### src/rtl/spi_adc_pkg.sv
// Shared definitions for the multi-channel SPI ADC front end:
// FSM state encoding and the default PmodMIC3 frame layout.
package spi_adc_pkg;

  typedef enum logic [1:0] {
    S_IDLE,
    S_SETUP,
    S_SHIFT,
    S_HOLD
  } state_e;

  localparam int unsigned PMOD_FRAME_BITS = 16;
  localparam int unsigned PMOD_LEAD_BITS  = 3;
  localparam int unsigned PMOD_DATA_W     = 12;

endpackage

### src/rtl/spi_sck_gen.sv
// SPI clock generator: idle-high sck, CLK_DIV clk cycles per half-period,
// with single-cycle strobes on the clk edge where sck falls or rises.
module spi_sck_gen #(
  parameter int unsigned CLK_DIV = 5
) (
  input  logic clk_i,
  input  logic rst_i,
  input  logic load_i,
  input  logic active_i,
  output logic sck_o,
  output logic rise_o,
  output logic fall_o
);

  localparam int unsigned CW = (CLK_DIV > 1) ? $clog2(CLK_DIV) : 1;
  localparam logic [CW-1:0] CNT_LAST = CW'(CLK_DIV - 1);

  logic [CW-1:0] cnt_q, cnt_d;
  logic          sck_q, sck_d;
  logic          tick;

  assign tick = (cnt_q == CNT_LAST);

  // load_i drops sck for the first bit; afterwards sck toggles every CLK_DIV cycles
  always_comb begin
    cnt_d = '0;
    sck_d = 1'b1;
    if (load_i) begin
      sck_d = 1'b0;
    end else if (active_i) begin
      if (tick) begin
        sck_d = ~sck_q;
      end else begin
        cnt_d = cnt_q + 1'b1;
        sck_d = sck_q;
      end
    end
  end

  always_ff @(posedge clk_i) begin
    if (rst_i) begin
      cnt_q <= '0;
      sck_q <= 1'b1;
    end else begin
      cnt_q <= cnt_d;
      sck_q <= sck_d;
    end
  end

  assign sck_o  = sck_q;
  assign rise_o = active_i & ~sck_q & tick;
  assign fall_o = load_i | (active_i & sck_q & tick);

endmodule

### src/rtl/spi_adc.sv
// Periodic SPI reader for NCH ADCs sharing sck/ss, with a valid/ready
// output register and a sticky overrun flag.
module spi_adc_multi
  import spi_adc_pkg::*;
#(
  parameter int unsigned CLK_DIV    = 5,
  parameter int unsigned NCH        = 2,
  parameter int unsigned DATA_W     = PMOD_DATA_W,
  parameter int unsigned FRAME_BITS = PMOD_FRAME_BITS,
  parameter int unsigned LEAD_BITS  = PMOD_LEAD_BITS,
  parameter int unsigned SAMPLE_DIV = 2000
) (
  input  logic                  clk,
  input  logic                  rst,
  input  logic                  en,
  output logic                  sck,
  output logic                  ss,
  input  logic [NCH-1:0]        miso,
  output logic [NCH*DATA_W-1:0] data,
  output logic                  data_valid,
  input  logic                  data_ready,
  output logic                  overrun
);

  if (CLK_DIV < 1 || NCH < 1 || DATA_W < 1) begin : g_bad_param
    $error("spi_adc_multi: CLK_DIV, NCH and DATA_W must be >= 1");
  end
  if (LEAD_BITS + DATA_W > FRAME_BITS) begin : g_bad_frame
    $error("spi_adc_multi: LEAD_BITS + DATA_W exceeds FRAME_BITS");
  end
  if (SAMPLE_DIV < 2 * CLK_DIV * (FRAME_BITS + 2) + 2) begin : g_bad_rate
    $error("spi_adc_multi: SAMPLE_DIV too small for one frame");
  end

  localparam int unsigned PW = (CLK_DIV > 1) ? $clog2(CLK_DIV) : 1;
  localparam int unsigned BW = $clog2(FRAME_BITS + 1);
  localparam int unsigned TW = $clog2(SAMPLE_DIV);
  localparam logic [PW-1:0] PH_LAST  = PW'(CLK_DIV - 1);
  localparam logic [BW-1:0] CAP_LO   = BW'(LEAD_BITS);
  localparam logic [BW-1:0] CAP_HI   = BW'(LEAD_BITS + DATA_W);
  localparam logic [BW-1:0] BIT_END  = BW'(FRAME_BITS);
  localparam logic [TW-1:0] TMR_LAST = TW'(SAMPLE_DIV - 1);

  state_e                  state_q, state_d;
  logic [PW-1:0]           ph_q, ph_d;
  logic [BW-1:0]           bit_q, bit_d;
  logic                    win_q, win_d;
  logic [TW-1:0]           tmr_q, tmr_d;
  logic [NCH*DATA_W-1:0]   data_q, data_d;
  logic                    valid_q, valid_d;
  logic                    ovr_q, ovr_d;
  logic [NCH*DATA_W-1:0]   sr_all;
  logic                    sck_load, rise, fall, cap, load, xfer;

  spi_sck_gen #(.CLK_DIV(CLK_DIV)) u_sck (
    .clk_i   (clk),
    .rst_i   (rst),
    .load_i  (sck_load),
    .active_i(state_q == S_SHIFT),
    .sck_o   (sck),
    .rise_o  (rise),
    .fall_o  (fall)
  );

  // bit_q counts falling edges; the capture window for bit k is latched at
  // its falling edge so the rising edge only needs win_q
  always_comb begin
    state_d  = state_q;
    ph_d     = ph_q;
    bit_d    = bit_q;
    win_d    = win_q;
    sck_load = 1'b0;
    if (fall) begin
      bit_d = bit_q + 1'b1;
      win_d = (bit_q >= CAP_LO) && (bit_q < CAP_HI);
    end
    case (state_q)
      S_IDLE: begin
        ph_d  = '0;
        bit_d = '0;
        win_d = 1'b0;
        if (en && tmr_q == '0) state_d = S_SETUP;
      end
      S_SETUP: begin
        if (ph_q == PH_LAST) begin
          ph_d     = '0;
          sck_load = 1'b1;
          state_d  = S_SHIFT;
        end else begin
          ph_d = ph_q + 1'b1;
        end
      end
      S_SHIFT: begin
        if (rise && bit_q == BIT_END) state_d = S_HOLD;
      end
      S_HOLD: begin
        if (ph_q == PH_LAST) begin
          ph_d    = '0;
          state_d = S_IDLE;
        end else begin
          ph_d = ph_q + 1'b1;
        end
      end
      default: state_d = S_IDLE;
    endcase
  end

  assign cap  = rise & win_q;
  assign load = (state_q == S_HOLD) && (ph_q == PH_LAST);
  assign xfer = valid_q & data_ready;

  for (genvar i = 0; i < NCH; i++) begin : g_ch
    logic [DATA_W-1:0] sr_q;
    always_ff @(posedge clk) begin
      if (rst)      sr_q <= '0;
      else if (cap) sr_q <= DATA_W'({sr_q, miso[i]});
    end
    assign sr_all[i*DATA_W +: DATA_W] = sr_q;
  end

  // a load coinciding with a transfer leaves overrun untouched
  always_comb begin
    tmr_d   = en ? ((tmr_q == TMR_LAST) ? '0 : tmr_q + 1'b1) : '0;
    data_d  = load ? sr_all : data_q;
    valid_d = load ? 1'b1 : (xfer ? 1'b0 : valid_q);
    ovr_d   = ovr_q;
    if (load && valid_q && !xfer) ovr_d = 1'b1;
    else if (xfer && !load)       ovr_d = 1'b0;
  end

  always_ff @(posedge clk) begin
    if (rst) begin
      state_q <= S_IDLE;
      ph_q    <= '0;
      bit_q   <= '0;
      win_q   <= 1'b0;
      tmr_q   <= '0;
      data_q  <= '0;
      valid_q <= 1'b0;
      ovr_q   <= 1'b0;
    end else begin
      state_q <= state_d;
      ph_q    <= ph_d;
      bit_q   <= bit_d;
      win_q   <= win_d;
      tmr_q   <= tmr_d;
      data_q  <= data_d;
      valid_q <= valid_d;
      ovr_q   <= ovr_d;
    end
  end

  assign ss         = (state_q == S_IDLE);
  assign data       = data_q;
  assign data_valid = valid_q;
  assign overrun    = ovr_q;

endmodule
### config.mk
export PLATFORM = sky130hd
export DESIGN_NAME = spi_adc_multi
export DESIGN_NICKNAME = d
export VERILOG_FILES = /design/src/rtl/spi_adc_pkg.sv /design/src/rtl/spi_sck_gen.sv /design/src/rtl/spi_adc.sv
export SDC_FILE = /design/constraint.sdc
export NUM_CORES = 1
export LEC_CHECK = 0
export BUFFER_PORTS_ARGS = -buffer_cell sky130_fd_sc_hd__buf_2
export CORE_UTILIZATION = 57
export CTS_BUF_LIST = sky130_fd_sc_hd__clkbuf_4 sky130_fd_sc_hd__clkbuf_8 sky130_fd_sc_hd__clkbuf_16
export DETAILED_ROUTE_END_ITERATION = 7
export GPL_TIMING_DRIVEN = 0
export HOLD_SLACK_MARGIN = 0.08
export PLACE_DENSITY = 0.87
export SLEW_MARGIN = 15
export SYNTH_ARGS = -nofsm -noshare
export SYNTH_HDL_FRONTEND = slang
export SYNTH_HIERARCHICAL = 1
export SYNTH_SLANG_ARGS = --single-unit
export TNS_END_PERCENT = 30
### constraint.sdc
create_clock -name clk -period 2.5 [get_ports clk]
set_input_delay 0.25 -clock clk [delete_from_list [all_inputs] [get_ports clk]]
set_output_delay 0.25 -clock clk [all_outputs]
set_load 0.01 [all_outputs]
# After elaboration in Yosys (flattened, before gate mapping)
# Index checks and enable logic that the tools add are counted.
dict set report totals {
  reg_bits 76
  in_bits 6
  output_inout_bits 28
  elab_cells 75
}
dict set report op_classes {
  addsub 4
  order_cmp 2
  eq_ne 12
  mux 16
  n_bitwise 10
  n_reduce_logical 19
}
# operator count
set ops {}
lappend ops {{$add A11 B1 Y11 const B} 1}
lappend ops {{$eq A11 B11 Y1 const B} 1}
lappend ops {{$logic_not A11 Y1} 1}
lappend ops {{$mux W1} 9}
lappend ops {{$mux W2} 4}
lappend ops {{$pmux W2 S4} 1}
lappend ops {{$logic_and A1 B1 Y1} 7}
lappend ops {{$add A3 B1 Y3 const B} 2}
lappend ops {{$and A1 B1 Y1} 6}
lappend ops {{$eq A3 B3 Y1 const B} 2}
lappend ops {{$ne A2 B2 Y1 const B} 3}
lappend ops {{$pmux W3 S2} 1}
lappend ops {{$reduce_bool A2 Y1} 3}
lappend ops {{$add A5 B1 Y5 const B} 1}
lappend ops {{$eq A5 B5 Y1 const B} 1}
lappend ops {{$ge A5 B2 Y1 const B} 1}
lappend ops {{$lt A5 B4 Y1 const B} 1}
lappend ops {{$eq A2 B2 Y1 const B} 2}
lappend ops {{$reduce_and A4 Y1} 1}
lappend ops {{$reduce_or A2 Y1} 2}
lappend ops {{$reduce_or A4 Y1} 1}
lappend ops {{$mux W3} 1}
lappend ops {{$ne A3 B2 Y1 const B} 1}
lappend ops {{$not A1 Y1} 3}
lappend ops {{6 further kinds} 7}

# Longest topological paths before layout
dict set report depth {
  word_depth 6
  ltp_mapped 9
  depth_no_buf 8
}

# Hierarchy
# The synthesis kept the hierarchy.
# module n_inst cells_per_inst area_each_um2 seq_area_each_um2
set by_module_without_submodules {}
lappend by_module_without_submodules {spi_adc_multi 1 353 2896.5 1441.4}
lappend by_module_without_submodules {spi_sck_gen 1 21 198.9 80.1}

# Least setup slack after synthesis
# Ideal clock, no wire load.
dict set report synth_path {
  path_kind {flip-flop to flip-flop}
  from {register state_q[0]}
  to {register g_ch[0].sr_q[0]}
  setup_time_ns 0.070
  arrival_ns 1.705
  required_ns 2.430
  setup_slack_ns 0.725
  stages_incl_launch_ff 9
  path_buffers 2
  period_less_slack_ns 1.775
  cell_sequence {dfxtp_1 > inv_1 > ha_1 > nor3b_1 > and2_1 > clkbuf_1 > clkbuf_1 > nand2_1 > a21oi_1}
}
dict set report synth_via {
  elab_chain_len 4
}
# item line_no
set synth_lines {}
lappend synth_lines {{from (decl)} spi_adc.sv:44} ;# state_e state_q, state_d;
lappend synth_lines {{from (signal assigned)} spi_adc.sv:142} ;# state_q <= state_d;
lappend synth_lines {{$eq A2 B2 Y1} spi_adc.sv:59} ;# .active_i(state_q == S_SHIFT),
lappend synth_lines {{$and A1 B1 Y1 (2 in a row)} spi_sck_gen.sv:51} ;# assign rise_o = active_i & ~sck_q & tick;
lappend synth_lines {{named net rise} spi_adc.sv:53} ;# logic sck_load, rise, fall, cap, load, xfer;
lappend synth_lines {{$and A1 B1 Y1} spi_adc.sv:108} ;# assign cap = rise & win_q;
lappend synth_lines {{to (signal assigned)} spi_adc.sv:116} ;# else if (cap) sr_q <= DATA_W'({sr_q, miso[i]});
lappend synth_lines {{to (decl)} spi_adc.sv:113} ;# logic [DATA_W-1:0] sr_q;
# The timed path passes the listed nets, and every way through them passes these cells.
# A chain may end at the register's enable or synchronous reset.

# Worst setup path after layout
dict set report layout_path {
  from {register state_q[0]}
  to {register g_ch[0].sr_q[11]}
}
# Same word-level chain as after synthesis.

==> results.txt <==
Setup slack after layout = 265.0 ps
Initial antenna violation count = 0
Critical path required time = 2780 ps
Nets = 437
GRT overflow = 0
Async SR Flop Fraction = 0
IO Count = 34
Via Count = 2583
Core area = 5172 um^2
Number of global-route vias before repair = 2283
Multi-input gate area = 1434 um^2
Max-Cap Viols = 0
Post-synth top flop = dfxtp_1
DR vias/cell = 5.239
Clk_lat worst skew = 360 ps
Setup TNS = 0 ps
Initial Utilization = 0.5985
Antenna Nets Post-Route = 0
Post-synth EDFFs = 0
Worst path top cell family by delay = buffers and inverters
Endpoints failing hold = 0
Compound-gate portion of the synthesized area = 0.1172
Adder-cell share of the synthesized area = 0.05255
Final setup fails = 0
Mux cell area share after synthesis = 0.009701
Worst path cell trace = inv_1 -> ha_1 -> nor3b_1 -> and2_1 -> clkbuf_1 -> clkbuf_1 -> nand2_1 -> a21oi_1
XOR/XNOR Fraction of Synth Area = 0.03678
All-Layer GR Usage = 0.2246
Worst IR drop on VDD = 0.4399 mV
Fmax = 447.4 MHz
Post-synth top area share = 0.4915
DR pass1 iterations = 4
Area delta synth->final = 15.56%
Largest stage delay, worst path = 400 ps
Clock slew at reported path FFs = 80 ps
# rows = 26
DIE AREA = 5729 um^2
IO buf count = 33
Simple-Gate Fraction of Synth Area = 0.2470
Slew Limit Fails = 0
DRC = 0
RSZ-0062 raised after global routing = false
Synth warn = 6
Pleak = 1.337 nW
Synth cell count leaders = 109 x nand2_1, 76 x dfxtp_1, 56 x a21oi_1
Final worst path period share = 0.8940
CTS resizes = 0
Critical-path top delay cell = nor3b_1
Worst-Margin Slew = 535.4 ps
Rel. slew slack = 0.6431
HP Class = input port to flop
# fillers = 390
Syn Area/Cell = 8.277 um^2
Layout cells sized above 1 = 0.1418
Worst Skew = 14.83 ps
Most numerous cell on the critical path = clkbuf_1
Worst hold margin = 141.2 ps
Clock sinks = 76
DRT iter0 DRCs = 173
ANT cells = 0
CTS root buf = clkbuf_8
Cts hold-fix bufs = 0
DP HPWL = 4119 um
Outcome = finished clean
Largest net degree at the start of global routing = 16
Synth cell types = 36
Post-Syn Instances = 374
Die W = 75.69 um
Placement Setup Slack = 304.5 ps
#FFs+latches synth = 76
WP data arrival = 2520 ps
Fin crit period = 2235 ps
GP Congestion = 0.7611
Sequential share of the synthesized area = 0.4915
Post-CTS setup buffers = 0
First-pass GRT wire length = 9597 um
Total CTS buffers = 9
CP max FO = 10
Syn Std Cell Area = 3095 um^2
Yosys top cell by area = dfxtp_1
CP Class = flop to flop
PwrDens = 722.2 nW/um^2
Final core utilization = 0.6916
Register area = 1521 um^2
Setup crit end kind = flop
Routed Wire Length = 5898 um
Largest family of logic cells by synthesized area = simple AND/OR/NAND/NOR gates
Wirelength per Cell = 11.96 um
Count leader, synth = nand2_1
Clock Tree Buf Depth = 2
Die Ht = 75.69 um
Critical path startpoint category = flop
CTS tree = built
WP buf/inv = 3
Synth area leaders = dfxtp_1 49%, nand2_1 13%, a21oi_1 9.1%
Syn nets = 393
H-tree Lvls = 3
layout make-up:
class                   instances  share of cell area
clock buffers                   9             0.03463
flip-flops and latches         76              0.4253
plain buffers                  21             0.02553
well taps                      70             0.02448
multi-input cells             264              0.4008
clock inverters                 7             0.02938
repair buffers                 33             0.04617
inverters                      13             0.01364
worst min-delay path: stages:
cell,delay [ps]
buf_2,100
nand2_1,50
a21oi_1,50
logic make-up after synthesis:
family	count (synthesis)
AOI/OAI and AO/OA	65
and+or+nand+nor	170
DFF	76
muxes	3
adders and majority gates	13
xor gates and xnor gates	13
buffers and inverters	34
registers in the layout, summed over array words and instances, names as in the netlist, 2 cells and up:
register,cells
ph_q,3
bit_q,5
u_sck/cnt_q,3
g_ch.sr_q,24
state_q,2
tmr_q,11
data,24
placed cells by master (no fill, tap or decap), types with 5 or more instances in the layout:
master,Yosys,layout
nand2_1,109,109
clkbuf_1,14,14
xor2_1,8,8
buf_2,4,37
inv_1,13,13
xnor2_1,5,5
and3_1,5,5
nand4_1,8,8
dfxtp_1,76,76
nor3_1,5,5
clkbuf_8,0,9
a21oi_1,56,56
ha_1,13,13
nor2_1,26,26
path summary, 6_finish.rpt:
check                                     start                             to  slack [ps]  depth (start not counted)
setup / recovery        state_q[0]$_SDFFE_PP0P_  g_ch[0].sr_q[11]$_SDFFE_PP0P_         260                          8
hold / removal                          miso[0]   g_ch[0].sr_q[0]$_SDFFE_PP0P_         140                          3
setup reg to reg        state_q[0]$_SDFFE_PP0P_  g_ch[0].sr_q[11]$_SDFFE_PP0P_         260                          8
hold reg to reg   g_ch[1].sr_q[11]$_SDFFE_PP0P_          data[23]$_SDFFE_PP0P_         450                          2
through the flow:
step                cell area [um^2]  total power [W]  instances
floorplan                       3095         0.001485        374
global placement                3348         0.001536        477
detailed placement              3348         0.001549        477
CTS                             3577         0.002603        493
global route                    3577         0.002693        493
finish                          3577         0.002584        493
power by group:
| group | switching, W | leakage [nW] | internal, W | total, W |
|---|---|---|---|---|
| Clock | 0.000482 | 0.113 | 0.000579 | 0.00106 |
| Combinational | 0.000157 | 0.612 | 0.000108 | 0.000265 |
| Sequential | 0.0000241 | 0.613 | 0.00123 | 0.00126 |
| Total | 0.000663 | 1.34 | 0.00192 | 0.00258 |
routing by layer:
layer | part of all wire | GRT usage | vias to the layer above
met5 | 0 | 0 | -
met1 | 0.45 | 0.2677 | 1187
li1 | - | - | 1324
met4 | 0.020 | 0.1111 | 0
met2 | 0.49 | 0.3889 | 59
met3 | 0.038 | 0.04233 | 13
Power figures use the tool's default switching activity.
